$ cat src/rtl/boot_sequencer_pkg.sv
// Shared control-plane definitions for the boot sequencer: FSM states,
// ROM latency bounds and the fetch-wait counter width.
package boot_sequencer_pkg;

  typedef enum logic [2:0] {
    ST_IDLE    = 3'd0,
    ST_FETCH   = 3'd1,
    ST_STROBE  = 3'd2,
    ST_ADVANCE = 3'd3,
    ST_DONE    = 3'd4
  } boot_state_e;

  localparam int ROM_LAT_MIN = 1;
  localparam int ROM_LAT_MAX = 4;
  // Wide enough to count 0..ROM_LAT_MAX-1 fetch cycles.
  localparam int LAT_CNT_W   = 2;

  // Folds an out-of-range latency into the supported window.
  function automatic int clamp_latency(input int lat);
    if (lat < ROM_LAT_MIN) return ROM_LAT_MIN;
    if (lat > ROM_LAT_MAX) return ROM_LAT_MAX;
    return lat;
  endfunction

endpackage

$ cat src/rtl/boot_sequencer_target_select.sv
// Priority encoder: lowest enabled target index at or above 'base',
// with a flag when no enabled target remains.
module boot_target_select #(
  parameter int NUM_TARGETS = 3,
  parameter int IDX_W       = 2
) (
  input  logic [NUM_TARGETS-1:0] en,
  input  logic [IDX_W:0]         base,
  output logic [IDX_W-1:0]       idx,
  output logic                   none
);

  // Scan downwards so the lowest qualifying index is the one that sticks.
  always_comb begin
    idx  = '0;
    none = 1'b1;
    for (int t = NUM_TARGETS - 1; t >= 0; t--) begin
      if (en[t] && (t >= int'(base))) begin
        idx  = IDX_W'(t);
        none = 1'b0;
      end
    end
  end

endmodule

$ cat src/rtl/boot_sequencer.sv
// Boot sequencer: copies a contiguous ROM image into a set of SRAM targets,
// one word per FETCH/STROBE/ADVANCE pass, skipping disabled targets.
// Handshake: START is a one-cycle request honoured only in IDLE or DONE;
// BUSY is high from the cycle after an accepted START until the last word's
// ADVANCE completes, and N_BOOTED drops low on entry to DONE.
module boot_sequencer
  import boot_sequencer_pkg::*;
#(
  parameter int NUM_TARGETS = 3,
  parameter int ADDR_WIDTH  = 17,
  parameter int DATA_WIDTH  = 8,
  parameter int ROM_LATENCY = 1
) (
  input  logic                              CLK,
  input  logic                              RST,
  input  logic                              START,
  input  logic [NUM_TARGETS-1:0]            TARGET_EN,
  input  logic [NUM_TARGETS*ADDR_WIDTH-1:0] TARGET_LAST,
  output logic [ADDR_WIDTH-1:0]             ROM_ADDR,
  input  logic [DATA_WIDTH-1:0]             ROM_DATA,
  output logic [ADDR_WIDTH-1:0]             BOOTSTRAP_ADDR,
  output logic [DATA_WIDTH-1:0]             BOOTSTRAP_DATA,
  output logic [NUM_TARGETS-1:0]            N_WE,
  output logic                              BUSY,
  output logic                              N_BOOTED,
  output boot_state_e                       DBG_STATE
);

  localparam int IDX_W = (NUM_TARGETS > 1) ? $clog2(NUM_TARGETS) : 1;
  localparam int LAT   = clamp_latency(ROM_LATENCY);

  boot_state_e                       state;
  logic [NUM_TARGETS-1:0]            en_q;
  logic [NUM_TARGETS*ADDR_WIDTH-1:0] last_q;
  logic [IDX_W-1:0]                  cur_idx;
  logic [ADDR_WIDTH-1:0]             local_addr;
  logic [ADDR_WIDTH-1:0]             cur_last;
  logic [LAT_CNT_W-1:0]              lat_cnt;

  logic [NUM_TARGETS-1:0]            sel_en;
  logic [IDX_W:0]                    sel_base;
  logic [IDX_W-1:0]                  sel_idx;
  logic                              sel_none;

  assign DBG_STATE = state;
  assign cur_last  = last_q[ADDR_WIDTH*int'(cur_idx) +: ADDR_WIDTH];

  // Between runs the live enables are searched from 0; mid-run the captured
  // enables are searched from just above the current target.
  always_comb begin
    if (state == ST_IDLE || state == ST_DONE) begin
      sel_en   = TARGET_EN;
      sel_base = '0;
    end else begin
      sel_en   = en_q;
      sel_base = {1'b0, cur_idx} + {{IDX_W{1'b0}}, 1'b1};
    end
  end

  boot_target_select #(
    .NUM_TARGETS(NUM_TARGETS),
    .IDX_W      (IDX_W)
  ) u_select (
    .en  (sel_en),
    .base(sel_base),
    .idx (sel_idx),
    .none(sel_none)
  );

  // Load FSM; every output is a register updated alongside the state.
  always_ff @(posedge CLK) begin
    if (RST) begin
      state          <= ST_IDLE;
      ROM_ADDR       <= '0;
      BOOTSTRAP_ADDR <= '0;
      BOOTSTRAP_DATA <= '0;
      N_WE           <= '1;
      BUSY           <= 1'b0;
      N_BOOTED       <= 1'b1;
      en_q           <= '0;
      last_q         <= '0;
      cur_idx        <= '0;
      local_addr     <= '0;
      lat_cnt        <= '0;
    end else begin
      case (state)
        ST_IDLE, ST_DONE: begin
          if (START) begin
            en_q       <= TARGET_EN;
            last_q     <= TARGET_LAST;
            ROM_ADDR   <= '0;
            local_addr <= '0;
            lat_cnt    <= '0;
            if (sel_none) begin
              state    <= ST_DONE;
              BUSY     <= 1'b0;
              N_BOOTED <= 1'b0;
            end else begin
              state    <= ST_FETCH;
              cur_idx  <= sel_idx;
              BUSY     <= 1'b1;
              N_BOOTED <= 1'b1;
            end
          end
        end
        ST_FETCH: begin
          // ROM data is valid on the last fetch edge; capture it with the
          // target-local address so both are stable through the strobe.
          if (lat_cnt == LAT_CNT_W'(LAT - 1)) begin
            BOOTSTRAP_DATA <= ROM_DATA;
            BOOTSTRAP_ADDR <= local_addr;
            N_WE           <= ~(NUM_TARGETS'(1) << cur_idx);
            state          <= ST_STROBE;
          end else begin
            lat_cnt <= lat_cnt + 1'b1;
          end
        end
        ST_STROBE: begin
          // Release the strobe but keep address/data for hold time.
          N_WE     <= '1;
          ROM_ADDR <= ROM_ADDR + 1'b1;
          state    <= ST_ADVANCE;
        end
        ST_ADVANCE: begin
          lat_cnt <= '0;
          if (local_addr < cur_last) begin
            local_addr <= local_addr + 1'b1;
            state      <= ST_FETCH;
          end else if (!sel_none) begin
            cur_idx    <= sel_idx;
            local_addr <= '0;
            state      <= ST_FETCH;
          end else begin
            state    <= ST_DONE;
            BUSY     <= 1'b0;
            N_BOOTED <= 1'b0;
          end
        end
        default: state <= ST_IDLE;
      endcase
    end
  end

endmodule
$ cat config.mk
export PLATFORM = sky130hd
export DESIGN_NAME = boot_sequencer
export DESIGN_NICKNAME = d
export VERILOG_FILES = /design/src/rtl/boot_sequencer_pkg.sv /design/src/rtl/boot_sequencer_target_select.sv /design/src/rtl/boot_sequencer.sv
export SDC_FILE = /design/constraint.sdc
export NUM_CORES = 1
export LEC_CHECK = 0
export ABC_AREA = 1
export CAP_MARGIN = 30
export CORE_MARGIN = 5
export CORE_UTILIZATION = 52
export CTS_CLUSTER_DIAMETER = 80
export DETAILED_ROUTE_END_ITERATION = 8
export HOLD_SLACK_MARGIN = 0.08
export PLACE_DENSITY = 0.8
export SYNTH_ARGS = -nofsm -noshare
export SYNTH_HDL_FRONTEND = slang
export SYNTH_SLANG_ARGS = --single-unit
$ cat constraint.sdc
create_clock -name CLK -period 3.23 [get_ports CLK]
set_input_delay 0.646 -clock CLK [delete_from_list [all_inputs] [get_ports CLK]]
set_output_delay 0.646 -clock CLK [all_outputs]
set_load 0.005 [all_outputs]
==> impl_summary.txt <==
----------------------------------------------------
[Yosys]
  Number of enable-type register cells in the synthesized netlist ... 0
  Synthesized instance count ... 824
  Sequential-to-total area share from yosys stat ... a little over two fifths
  Net count of the mapped netlist ... around 910
  Synth Flop Type ... dfxtp_1
  Syn Area/Cell ... 7.15 sq um
  Share of flip-flops with an asynchronous set or reset after synthesis ... 0%
  Number of warning messages in the yosys log ... 0
  Seq cells post-synth ... between 100 and 150
  Post-synthesis instance area ... 5890 sq um
  Post-synthesis cell type count ... 34

[Timing]
  Final number of max-transition violations ... 0
  Fmax ... 354 MHz
  Relative slew slack ... 58.7%
  Final min period ... about 2800 ps
  Slew at the pin closest to its max-slew limit ... 619 ps
  Number of setup violations in the final report ... 0
  Post-Route Skew ... 7.30 ps
  Post-Route Setup TNS ... 0 ps
  Tcrit/Tclk final ... 87.3%
  Final hold violation count ... 0
  Min setup slack post-route ... 409 ps
  RSZ-0062 raised after global routing ... false

[Final layout]
  Most frequent standard cell in the layout excluding fill and tap cells ... nor2_1
  Area growth from synthesis to layout ... 31.0%
  Antenna diodes ... 0
  Filler-free cell count of the finished design ... 1079
  Post-layout util ... 70.3%
  Leading cell types in the layout, fill and taps excluded ... 200 x nor2_1, 124 x dfxtp_1, 114 x clkdlybuf4s50_1
  Share of post-route cells with drive strength above 1 ... 6.39%
  Number of nets in the layout ... between 1000 and 1500

[Die]
  Floorplan core area ... 11000 sq um
  Horizontal die dimension ... 116 microns
  Die Y-Extent ... around 120 microns
  Initial core utilization ... 53.6%
  Die area ... 13600 sq um
  # rows ... 38
  Boundary Pins ... 115

[Critical path]
  Critical path required time ... 3570 ps
  Depth of the worst register-to-register path ... 11
  Crit path top cell by count ... a21oi_1
  Critical R2R Capture ... local_addr[12]
  Reg-to-reg startpoint ... cur_idx[0]
  Library cell contributing the largest single delay on the critical path ... dfxtp_2
  Critical Path, Cell by Cell ... inv_2 -> nor2_1 -> a2bb2oi_1 -> ha_1 -> a21oi_1 -> nand2_1 -> a21oi_1 -> nand4_4 -> inv_2 -> nand3_1 -> a21oi_1
  Sort of element at the start of the critical path ... flop
  Gate family responsible for the most delay along the worst path ... compound AO/OA/AOI/OAI gates
  Arrival time worst endpoint ... 3160 ps
  Register-to-Register Setup Slack ... 410 ps
  Kind of end point of the critical path ... flop
  Category of the critical setup timing path ... reg -> reg
  WP depth ... 11
  Maximum net fanout on the critical path ... 20
  WP buf/inv ... 2
  Peak per-stage delay on the critical path ... 460 ps

[Routing]
  Vias per Instance ... 5.41
  Number of detailed-route iterations in the first pass ... 6
  First-iteration detailed-routing DRC count ... 392
  Remaining antenna violation count ... 0
  Aggregate routed wire length ... 15.6 mm
  Wirelength per Cell ... 14.4 microns
  Number of remaining DRC errors ... 0
  Overall via count from detail_route ... 5837

[Clock tree]
  Hold buffer count at cts ... 0
  CTS Root Cell ... clkbuf_16
  Number of buffers inserted during clock tree synthesis ... 17
  Source-to-sink clock delay at the later pin of the worst-skew pair ... approximately 420 ps
  Maximum level of the CTS H-tree ... 4
  Clock tree from TritonCTS ... built
  Sinks on Clock Net ... 125
  Buffer levels on the longest clock path ... 2
  Clock input transition at the sequential cells of the worst setup and hold paths ... approximately 60 ps

[Placement]
  HPWL after detailed placement ... 11.1 mm
  GPL Wtd Cong ... 0.899
  Pre-CTS setup slack ... about 190 ps
  Number of placed instances, taps included ... 1046
  Number of buffers inserted by port buffering ... 114

[Global routing]
  Global-route usage over all layers ... about a quarter
  Pin count of the biggest net entering global routing ... 53
  Initial antenna violation count ... 0
  Total congestion overflow after global routing ... 0
  Global-route wire length before repair ... 26.1 mm
  Number of global-route vias before repair ... 5687

[Run]
  Max-capacitance violation count ... 0

[Min path]
  Class of the tightest hold or removal check ... reg -> reg
  Worst Hold End ... en_q[1]
  Number of stages on the worst hold path ... 2
  Startpoint of the lowest-slack hold path ... en_q[1]

[Power]
  Power after layout ... a little over 6 mW
  Static power due to leakage ... around 3.2 nW
  Pwr per Cell Area ... ~790 nW/um^2
  Worst ir drop on vdd ... between 0.0004 and 0.0005 V

[Outcome]
  Outcome ... completed

----------------------------------------------------
worst reg2reg max path, cell delays in order (launching register included):
cell and delay, ps:
dfxtp_2 460, inv_2 210, nor2_1 200, a2bb2oi_1 190, ha_1 260, a21oi_1 170, nand2_1 80, a21oi_1 270
nand4_4 330, inv_2 300, nand3_1 100, a21oi_1 170
final cells by class:
| class | count | area, sq um |
|---|---|---|
| fill | 869 | 3260 |
| multi-input combinational | 602 | 3020 |
| sequential | 125 | 2500 |
| timing repair buffer | 124 | 1220 |
| clock buffer | 19 | 453 |
| inverter | 56 | 210 |
| tap | 140 | 175 |
| clock inverter | 13 | 141 |
routing by layer:
metal | global-route usage, % | share of wire, %
met2 | 38.3 | 47
met3 | 5.65 | 5.4
met4 | 10.2 | 2.5
met5 | 0 | 0
met1 | 30.7 | 45
synth_stat cells, types with 3 or more instances:
master | count | share of area [%]
ha_1 | 23 | 4.9
xor2_1 | 7 | 1.0
nor2_2 | 3 | 0.32
nor3_1 | 6 | 0.51
a211oi_1 | 9 | 1.1
nand2_1 | 109 | 6.9
nand3_1 | 32 | 2.7
nand4_1 | 20 | 2.1
a22oi_1 | 4 | 0.51
dfxtp_1 | 125 | 42
o211ai_1 | 3 | 0.38
a2bb2oi_1 | 16 | 2.4
inv_1 | 48 | 3.1
clkbuf_1 | 30 | 1.9
a21oi_1 | 50 | 4.2
o21ai_0 | 104 | 8.8
inv_2 | 7 | 0.45
buf_2 | 5 | 0.42
nor2_1 | 200 | 13
buf_1 | 4 | 0.25
sequential cells by signal, indices dropped and copies added, names as in the netlist:
signal	flops
BOOTSTRAP_ADDR	17
BOOTSTRAP_DATA	8
BUSY	1
DBG_STATE	3
N_BOOTED	1
N_WE	3
ROM_ADDR	17
cur_idx	2
en_q	3
last_q	51
lat_cnt	2
local_addr	17
cells by family (layout without fill, tap and decap cells):
logic type | Yosys count | after routing | synth area share, %
compound gates | 196 | 196 | 18.7
xor+xnor | 7 | 7 | 1.04
fa+ha+maj | 23 | 23 | 4.88
buf+inv | 97 | 212 | 6.41
flops | 125 | 125 | 42.5
simple gates | 376 | 376 | 26.5
worst max-delay path by stage:
stage | from | end | slack, ps
after floorplan | cur_idx[0] | local_addr[8] | 790
after global placement | cur_idx[1] | local_addr[9] | 340
final | cur_idx[0] | local_addr[12] | 410
after CTS | cur_idx[1] | local_addr[12] | 150
after global routing | cur_idx[0] | local_addr[9] | 70
after detailed placement | cur_idx[1] | local_addr[9] | 190
through the flow:
stage,instance area [sq um],hold slack (ps)
CTS,7700,461
detailed placement,7110,448
global placement,7110,451
global route,7720,506
finish,7720,463
floorplan,5890,429
power breakdown:
part	internal, mW	switching, mW
registers	1.92	0.240
logic	0.901	1.19
clock network	1.18	0.704
total	3.99	2.14
what timing repair did:
item / CTS / global route
setup endpoints to repair: 0 / 17
resized for setup: 0 / 2
setup buffers: 0 / 1
(Power assumes the default switching activity.)
